===== config.mk =====
export PLATFORM = sky130hd
export DESIGN_NAME = muldiv_unit_flat
export DESIGN_NICKNAME = d
export VERILOG_FILES = /design/src/rtl/muldiv_unit_if.sv /design/src/rtl/muldiv_unit.sv /design/src/flat_wrapper.sv
export SDC_FILE = /design/constraint.sdc
export NUM_CORES = 1
export LEC_CHECK = 0
export ABC_AREA = 1
export ABC_CLOCK_PERIOD_IN_PS = 2610
export BUFFER_PORTS_ARGS = -buffer_cell sky130_fd_sc_hd__buf_2
export CORE_ASPECT_RATIO = 1.1
export CORE_MARGIN = 5
export CORE_UTILIZATION = 45
export DETAILED_ROUTE_END_ITERATION = 16
export GPL_TIMING_DRIVEN = 0
export PLACE_DENSITY = 0.7
export SYNTH_ARGS = -nofsm -noshare
export SYNTH_HDL_FRONTEND = slang
export SYNTH_SLANG_ARGS = --single-unit

===== constraint.sdc =====
create_clock -name clk -period 2.61 [get_ports clk]
set_clock_uncertainty 0.1 [all_clocks]
set_input_delay 0.783 -clock clk [delete_from_list [all_inputs] [get_ports clk]]
set_output_delay 0.783 -clock clk [all_outputs]
set_load 0.01 [all_outputs]

===== src/rtl/muldiv_unit_if.sv =====
// Handshake and HI/LO bus between the execute-stage decoder and the iterative multiply/divide unit.
// The master drives the requests and reads the status; the slave is the unit itself.
interface muldiv_unit_if #(
    parameter int WIDTH = 32
) ();
    logic             start;
    logic [1:0]       op;
    logic [WIDTH-1:0] a;
    logic [WIDTH-1:0] b;
    logic             cancel;
    logic             hi_we;
    logic             lo_we;
    logic [WIDTH-1:0] wdata;
    logic             busy;
    logic             done;
    logic [WIDTH-1:0] hi;
    logic [WIDTH-1:0] lo;

    modport master (
        output start, op, a, b, cancel, hi_we, lo_we, wdata,
        input  busy, done, hi, lo
    );

    modport slave (
        input  start, op, a, b, cancel, hi_we, lo_we, wdata,
        output busy, done, hi, lo
    );
endinterface


===== src/rtl/muldiv_unit.sv =====
// Iterative MULT/MULTU/DIV/DIVU unit with architectural HI/LO registers.
// Operates on magnitudes (shift-add / restoring divide) and applies sign correction in a final FIX cycle.
module muldiv_unit #(
    parameter int WIDTH = 32
) (
    input  logic         clk,
    input  logic         resetn,
    muldiv_unit_if.slave bus
);
    localparam int CNT_W = $clog2(WIDTH) + 1;

    typedef enum logic [1:0] {
        IDLE = 2'd0,
        RUN  = 2'd1,
        FIX  = 2'd2
    } state_t;

    state_t                     state_q, state_d;
    logic [CNT_W-1:0]           cnt_q, cnt_d;
    logic                       is_div_q, is_div_d;
    logic                       sign_a_q, sign_a_d;
    logic                       sign_b_q, sign_b_d;
    logic                       divz_q, divz_d;
    logic [WIDTH-1:0]           a_q, a_d;
    logic [WIDTH-1:0]           b_q, b_d;
    logic [2*WIDTH-1:0]         acc_q, acc_d;
    logic [WIDTH-1:0]           hi_q, hi_d;
    logic [WIDTH-1:0]           lo_q, lo_d;
    logic                       done_q, done_d;
    logic [WIDTH:0]             mul_sum;
    logic [WIDTH:0]             div_rem;
    logic [WIDTH:0]             div_diff;

    function automatic logic [WIDTH-1:0] magnitude(input logic [WIDTH-1:0] v, input logic is_signed);
        return (is_signed && v[WIDTH-1]) ? (~v + WIDTH'(1)) : v;
    endfunction

    function automatic logic [WIDTH-1:0] negate(input logic [WIDTH-1:0] v, input logic neg);
        return neg ? (~v + WIDTH'(1)) : v;
    endfunction

    function automatic logic [2*WIDTH-1:0] negate_wide(input logic [2*WIDTH-1:0] v, input logic neg);
        return neg ? (~v + (2*WIDTH)'(1)) : v;
    endfunction

    always_comb begin
        state_d  = state_q;
        cnt_d    = cnt_q;
        is_div_d = is_div_q;
        sign_a_d = sign_a_q;
        sign_b_d = sign_b_q;
        divz_d   = divz_q;
        a_d      = a_q;
        b_d      = b_q;
        acc_d    = acc_q;
        hi_d     = hi_q;
        lo_d     = lo_q;
        done_d   = 1'b0;
        mul_sum  = '0;
        div_rem  = '0;
        div_diff = '0;

        case (state_q)
            IDLE: begin
                if (bus.hi_we) hi_d = bus.wdata;
                if (bus.lo_we) lo_d = bus.wdata;
                if (bus.start && !bus.cancel) begin
                    is_div_d = bus.op[1];
                    sign_a_d = ~bus.op[0] & bus.a[WIDTH-1];
                    sign_b_d = ~bus.op[0] & bus.b[WIDTH-1];
                    divz_d   = bus.op[1] && (bus.b == '0);
                    // Divide by zero reports the raw dividend in HI, so keep it unprocessed.
                    a_d      = divz_d ? bus.a : magnitude(bus.a, ~bus.op[0]);
                    b_d      = magnitude(bus.b, ~bus.op[0]);
                    acc_d    = '0;
                    cnt_d    = '0;
                    state_d  = divz_d ? FIX : RUN;
                end
            end
            RUN: begin
                if (bus.cancel) begin
                    state_d = IDLE;
                end else begin
                    if (is_div_q) begin
                        // acc = {partial remainder, quotient}; dividend bits enter from a_q's MSB.
                        div_rem  = {acc_q[2*WIDTH-1:WIDTH], a_q[WIDTH-1]};
                        div_diff = div_rem - {1'b0, b_q};
                        if (!div_diff[WIDTH])
                            acc_d = {div_diff[WIDTH-1:0], acc_q[WIDTH-2:0], 1'b1};
                        else
                            acc_d = {div_rem[WIDTH-1:0], acc_q[WIDTH-2:0], 1'b0};
                        a_d = {a_q[WIDTH-2:0], 1'b0};
                    end else begin
                        mul_sum = {1'b0, acc_q[2*WIDTH-1:WIDTH]} + (b_q[0] ? {1'b0, a_q} : '0);
                        acc_d   = {mul_sum, acc_q[WIDTH-1:1]};
                        b_d     = {1'b0, b_q[WIDTH-1:1]};
                    end
                    cnt_d = cnt_q + CNT_W'(1);
                    if (cnt_q == CNT_W'(WIDTH - 1)) state_d = FIX;
                end
            end
            FIX: begin
                state_d = IDLE;
                if (!bus.cancel) begin
                    done_d = 1'b1;
                    if (divz_q) begin
                        hi_d = a_q;
                        lo_d = '1;
                    end else if (is_div_q) begin
                        lo_d = negate(acc_q[WIDTH-1:0], sign_a_q ^ sign_b_q);
                        hi_d = negate(acc_q[2*WIDTH-1:WIDTH], sign_a_q);
                    end else begin
                        {hi_d, lo_d} = negate_wide(acc_q, sign_a_q ^ sign_b_q);
                    end
                end
            end
            default: state_d = IDLE;
        endcase
    end

    always_ff @(posedge clk) begin
        if (!resetn) begin
            state_q  <= IDLE;
            cnt_q    <= '0;
            is_div_q <= 1'b0;
            sign_a_q <= 1'b0;
            sign_b_q <= 1'b0;
            divz_q   <= 1'b0;
            a_q      <= '0;
            b_q      <= '0;
            acc_q    <= '0;
            hi_q     <= '0;
            lo_q     <= '0;
            done_q   <= 1'b0;
        end else begin
            state_q  <= state_d;
            cnt_q    <= cnt_d;
            is_div_q <= is_div_d;
            sign_a_q <= sign_a_d;
            sign_b_q <= sign_b_d;
            divz_q   <= divz_d;
            a_q      <= a_d;
            b_q      <= b_d;
            acc_q    <= acc_d;
            hi_q     <= hi_d;
            lo_q     <= lo_d;
            done_q   <= done_d;
        end
    end

    assign bus.busy = (state_q != IDLE);
    assign bus.done = done_q;
    assign bus.hi   = hi_q;
    assign bus.lo   = lo_q;
endmodule


===== src/flat_wrapper.sv =====
// flat-port wrapper written by rule: the top's interface ports become plain ports
module muldiv_unit_flat 
#(
    parameter int WIDTH = 32
)
  (clk, resetn, bus_start, bus_op, bus_a, bus_b, bus_cancel, bus_hi_we, bus_lo_we, bus_wdata, bus_busy, bus_done, bus_hi, bus_lo);
  muldiv_unit_if #(.WIDTH(WIDTH)) bus_i ();
  input  logic clk;
  input  logic resetn;
  input wire logic [$bits(bus_i.start)-1:0] bus_start;
  input wire logic [$bits(bus_i.op)-1:0] bus_op;
  input wire logic [$bits(bus_i.a)-1:0] bus_a;
  input wire logic [$bits(bus_i.b)-1:0] bus_b;
  input wire logic [$bits(bus_i.cancel)-1:0] bus_cancel;
  input wire logic [$bits(bus_i.hi_we)-1:0] bus_hi_we;
  input wire logic [$bits(bus_i.lo_we)-1:0] bus_lo_we;
  input wire logic [$bits(bus_i.wdata)-1:0] bus_wdata;
  output wire logic [$bits(bus_i.busy)-1:0] bus_busy;
  output wire logic [$bits(bus_i.done)-1:0] bus_done;
  output wire logic [$bits(bus_i.hi)-1:0] bus_hi;
  output wire logic [$bits(bus_i.lo)-1:0] bus_lo;
  assign bus_i.start = bus_start;
  assign bus_i.op = bus_op;
  assign bus_i.a = bus_a;
  assign bus_i.b = bus_b;
  assign bus_i.cancel = bus_cancel;
  assign bus_i.hi_we = bus_hi_we;
  assign bus_i.lo_we = bus_lo_we;
  assign bus_i.wdata = bus_wdata;
  assign bus_busy = bus_i.busy;
  assign bus_done = bus_i.done;
  assign bus_hi = bus_i.hi;
  assign bus_lo = bus_i.lo;
  muldiv_unit #(.WIDTH(WIDTH)) u_core (.clk(clk), .resetn(resetn), .bus(bus_i));
endmodule

==> reports/summary.txt <==
Root buffer cell = sky130_fd_sc_hd__clkbuf_16
Maximum net fanout on the critical path = 6
Finished Cell Area = 0.0237 mm^2
Fraction of final layout cells with drive strength greater than 1 = 17.9%
Setup crit start kind = flip-flop
Area of the placeable core = 0.0422 mm^2
Mux contribution to synthesized area = 0.157%
Drt first pass iters = 8
Highest achievable clock rate = 373 MHz
Global-route wire length before repair = 123 mm
Average via count per standard cell = 5.72
Number of enable flip-flop cells after synthesis = 0
Count of maximum capacitance violations = 0
Cell count after synthesis = 3397
Final cell count without fillers = 4236
Clk slew on worst S/H paths = 0.06 ns
Gate power share = 45.1%
Post-detailed-route count of antenna-violating nets = 0
Hold Violations, Final = 0
Clock latency at the later pin of the worst-skew pair = 0.55 ns
Leakage = 0.0108 uW
Share of total power in sequential cells = 29.5%
Port buffer count = 168
Rows = 79
Count of different cell masters after synthesis = 52
Clock tree from TritonCTS = done
Simple-gate share of the synthesized area = 36.0%
Synthesized area per cell = 5.64 um^2
Switching share of power = 43.5%
Area Overhead vs Synth = 23.4%
Psw = 5530 uW
Initial antenna violation count = 2
Clk network pwr share = 25.4%
Post-synth top flop = sky130_fd_sc_hd__dfxtp_1
Final Core Density = 56.1%
Worst setup path category = reg2reg
Hold-fix buffer count after cts = 0
Die Y = 227 um
Post-synthesis net count = 3573
Netlist area before placement = 0.0192 mm^2
FF-to-FF path depth = 17
Total DRC errors in the routed layout = 0
Yosys synthesis warning count = 0
Total of flip-flops plus latches after synthesis = 205
Via count = 24.2k
GRT Resource Usage Total = 33.6%
Number of levels the H-tree was split into = 1
Relative slew slack = 33.2%
Synthesized-area fraction occupied by adder cells = 4.78%
TritonCTS sink count = 205
Full die area = 0.0468 mm^2
Maximum clock insertion buffer count = 3
Period utilisation layout = 103%
Hold path startpoint = u_core.b_q[27]$_SDFFE_PN0P_
Violated checks = negative setup slack
Violation count after the first detailed-route iteration = 2824
Number of antenna diodes = 0
Required arrival time at the worst endpoint = 2.96 ns
Endpoint type of the worst setup path = flip-flop
Fill cell total of the finished layout = 4455
Initial cell density of the core = 45.4%
Hold worst-path end = u_core.b_q[27]$_SDFFE_PN0P_
Global placer's final weighted congestion = 1.04
Largest net degree at the start of global routing = 13
Setup repair after global routing missed its margin = true
Reg2Reg Setup Slack = -0.07 ns
Number of buffers added by the clock tree synthesis step = 24
Sequential-to-total area share from yosys stat = 21.4%
Setup slack after layout = -0.0683 ns
Worst r2r src = u_core.b_q[0]$_SDFFE_PN0P_
Half-perimeter wire length of the detailed placement result = 66.6 mm
Count of nets after finishing = 3830
Outcome = finished, violations left
Worst flop-to-flop path endpoint = u_core.acc_q[55]$_SDFFE_PN0P_
Combinational family with the most area after synthesis = simple AND/OR/NAND/NOR gates
Setup Slack @ Placement = -0.878 ns
Number of primary I/O pins = 170
Pwr dens = 538 mW/mm^2
Count of placed standard cells including taps = 4132
Slew at the pin closest to its max-slew limit = 1.00 ns
Worst IR Drop VDD = 0.525 mV
Depth of the worst hold-timing path = 2
Share of synthesized flip-flops with an asynchronous set or reset = 0%
Hold Crit Class = reg2reg
Aggregate global routing overflow = 0
Compound-Gate Fraction of Synth Area = 23.1%
Max-slew violations = 0
Dpl cell area = 0.0207 mm^2
Worst Path Arrival = 3.02 ns
Die width = 207 um
Via count of the first global-routing pass = 21.9k
Shortest period the worst path allows = 2.68 ns
Parity-gate share of the synthesized area counting xor and xnor cells = 3.01%
Final routed wirelength across all metal layers = 84.2 mm
Number of setup violations in the final report = 8
Average routed wire per standard cell = 19.9 um
Pint = 7200 uW
-- stage by stage --
step / total power [uW] / TNS [ns] / hold slack [ns]
6_report: 12700 / -0.217 / 0.365
5_1_grt: 13400 / -2.93 / 0.383
4_1_cts: 12100 / -0.0806 / 0.364
3_5_place_dp: 8600 / -54.73 / 0.355
3_3_place_gp: 8580 / -54.19 / 0.352
2_1_floorplan: 7010 / 0 / 0.344
-- worst max-delay path, stage by stage (launching register included) --
cell and delay [ns]:
sky130_fd_sc_hd__dfxtp_4 0.39, sky130_fd_sc_hd__buf_8 0.14, sky130_fd_sc_hd__buf_4 0.14, sky130_fd_sc_hd__nand2_1 0.06
sky130_fd_sc_hd__inv_1 0.04, sky130_fd_sc_hd__ha_2 0.39, sky130_fd_sc_hd__nand2_2 0.11, sky130_fd_sc_hd__nor2_2 0.18
sky130_fd_sc_hd__nand2_2 0.06, sky130_fd_sc_hd__o211ai_1 0.14, sky130_fd_sc_hd__nand2_1 0.16, sky130_fd_sc_hd__nand2_2 0.13
sky130_fd_sc_hd__nand2_2 0.07, sky130_fd_sc_hd__nand2_2 0.07, sky130_fd_sc_hd__nand2_1 0.07, sky130_fd_sc_hd__nand3_2 0.10
sky130_fd_sc_hd__nand3_2 0.08, sky130_fd_sc_hd__a21oi_2 0.13
-- kinds of logic after synthesis --
family                   count (synthesis)
buffers and inverters                  574
multiplexers                             3
adder cells (fa/ha/maj)                 72
XOR/XNOR                                66
AND/OR/NAND/NOR                       1651
flip-flops                             205
AO/OA/AOI/OAI                          826
-- registers in the layout (all words and copies together), names as in the netlist --
register / cells
u_core.is_div_q: 1
u_core.bus.done: 1
u_core.sign_a_q: 1
u_core.b_q: 32
u_core.a_q: 32
u_core.bus.lo: 32
u_core.divz_q: 1
u_core.state_q: 2
u_core.cnt_q: 6
u_core.acc_q: 64
u_core.sign_b_q: 1
u_core.bus.hi: 32
-- final cells by class --
| cell class | count | area, um^2 | share of cell area (%) |
|---|---|---|---|
| multi-input cells | 2619 | 14300 | 60.5 |
| clock inverters | 9 | 56.3 | 0.238 |
| plain buffers | 141 | 638 | 2.70 |
| repair buffers | 230 | 1420 | 6.01 |
| flip-flops and latches | 205 | 4210 | 17.8 |
| well taps | 567 | 709 | 3.00 |
| clock buffers | 32 | 682 | 2.88 |
| inverters | 433 | 1630 | 6.89 |
-- what timing repair did --
item,CTS,global route
endpoints found under the hold margin,0,0
pin swaps,20,67
setup endpoints to repair,34,101
resized for setup,136,312
cloned,1,4
buffers inserted,24,34
-- power groups by stage --
stage | Clock [uW] | Combinational, uW | Sequential [uW]
after global routing | 3390 | 6230 | 3780
final | 3240 | 5730 | 3760
after CTS | 3260 | 5070 | 3750
after detailed placement | 0 | 4790 | 3810
after floorplan | 0 | 3290 | 3720
after global placement | 0 | 4780 | 3810
-- how the worst max path moves through the flow --
stage,from,end,slack (ns),cells after the start
after floorplan,u_core.b_q[0]$_SDFFE_PN0P_,u_core.acc_q[49]$_SDFFE_PN0P_,0.03,19
after global placement,u_core.b_q[0]$_SDFFE_PN0P_,u_core.acc_q[49]$_SDFFE_PN0P_,-0.89,19
after detailed placement,u_core.b_q[0]$_SDFFE_PN0P_,u_core.acc_q[49]$_SDFFE_PN0P_,-0.88,19
after CTS,u_core.a_q[31]$_SDFFE_PN0P_,u_core.acc_q[50]$_SDFFE_PN0P_,-0.02,19
after global routing,u_core.b_q[0]$_SDFFE_PN0P_,u_core.acc_q[63]$_SDFFE_PN0P_,-0.17,17
final,u_core.b_q[0]$_SDFFE_PN0P_,u_core.acc_q[55]$_SDFFE_PN0P_,-0.07,17
-- placed cells by master, fill, tap and decap left out, types with 20 or more instances in the layout --
cell / netlist / layout
sky130_fd_sc_hd__inv_2: 7 / 38
sky130_fd_sc_hd__nand2_2: 7 / 56
sky130_fd_sc_hd__o21ai_0: 280 / 261
sky130_fd_sc_hd__nor2_1: 321 / 295
sky130_fd_sc_hd__nor3_1: 37 / 32
sky130_fd_sc_hd__a22oi_1: 31 / 31
sky130_fd_sc_hd__a21oi_1: 430 / 391
sky130_fd_sc_hd__nand3_1: 261 / 226
sky130_fd_sc_hd__xor2_1: 55 / 55
sky130_fd_sc_hd__nand3_2: 3 / 37
sky130_fd_sc_hd__nor2_2: 7 / 21
sky130_fd_sc_hd__clkbuf_16: 0 / 28
sky130_fd_sc_hd__inv_1: 425 / 392
sky130_fd_sc_hd__o211ai_1: 20 / 20
sky130_fd_sc_hd__clkbuf_1: 107 / 105
sky130_fd_sc_hd__ha_4: 0 / 43
sky130_fd_sc_hd__dfxtp_1: 205 / 167
sky130_fd_sc_hd__nand2_1: 940 / 879
sky130_fd_sc_hd__a21oi_2: 2 / 38
sky130_fd_sc_hd__nand4_1: 35 / 35
sky130_fd_sc_hd__buf_2: 18 / 184
sky130_fd_sc_hd__buf_4: 0 / 52
sky130_fd_sc_hd__dfxtp_4: 0 / 22
-- routing by layer --
layer	up-vias	part of all wire (%)	global-route usage, %
li1	11700	-	-
met1	11000	40	43.7
met2	1239	44	54.1
met3	287	9.2	5.34
met4	2	6.3	16.8
met5	-	0.017	0
-- cell usage after synthesis, types with 7 or more instances --
master                       n  area share [%]
sky130_fd_sc_hd__or2_2       7            0.23
sky130_fd_sc_hd__dfxtp_1   205              21
sky130_fd_sc_hd__o31ai_1    13            0.51
sky130_fd_sc_hd__a22oi_1    31             1.2
sky130_fd_sc_hd__xnor2_1    11            0.50
sky130_fd_sc_hd__nand3b_1    8            0.31
sky130_fd_sc_hd__o21bai_1   12            0.47
sky130_fd_sc_hd__o21ai_0   280             7.3
sky130_fd_sc_hd__a21oi_1   430              11
sky130_fd_sc_hd__nand3_1   261             6.8
sky130_fd_sc_hd__nand2_2     7            0.23
sky130_fd_sc_hd__o211ai_1   20            0.78
sky130_fd_sc_hd__nand4_1    35             1.1
sky130_fd_sc_hd__and2_1      9            0.29
sky130_fd_sc_hd__buf_1      11            0.22
sky130_fd_sc_hd__nor2_1    321             6.3
sky130_fd_sc_hd__xor2_1     55             2.5
sky130_fd_sc_hd__o21ai_1    10            0.26
sky130_fd_sc_hd__clkbuf_1  107             2.1
sky130_fd_sc_hd__buf_2      18            0.47
sky130_fd_sc_hd__ha_1       70             4.6
sky130_fd_sc_hd__nor2_2      7            0.23
sky130_fd_sc_hd__inv_1     425             8.3
sky130_fd_sc_hd__nor3_1     37            0.97
sky130_fd_sc_hd__nand2_1   940              18
sky130_fd_sc_hd__inv_2       7            0.14
(Power assumes the default switching activity.)
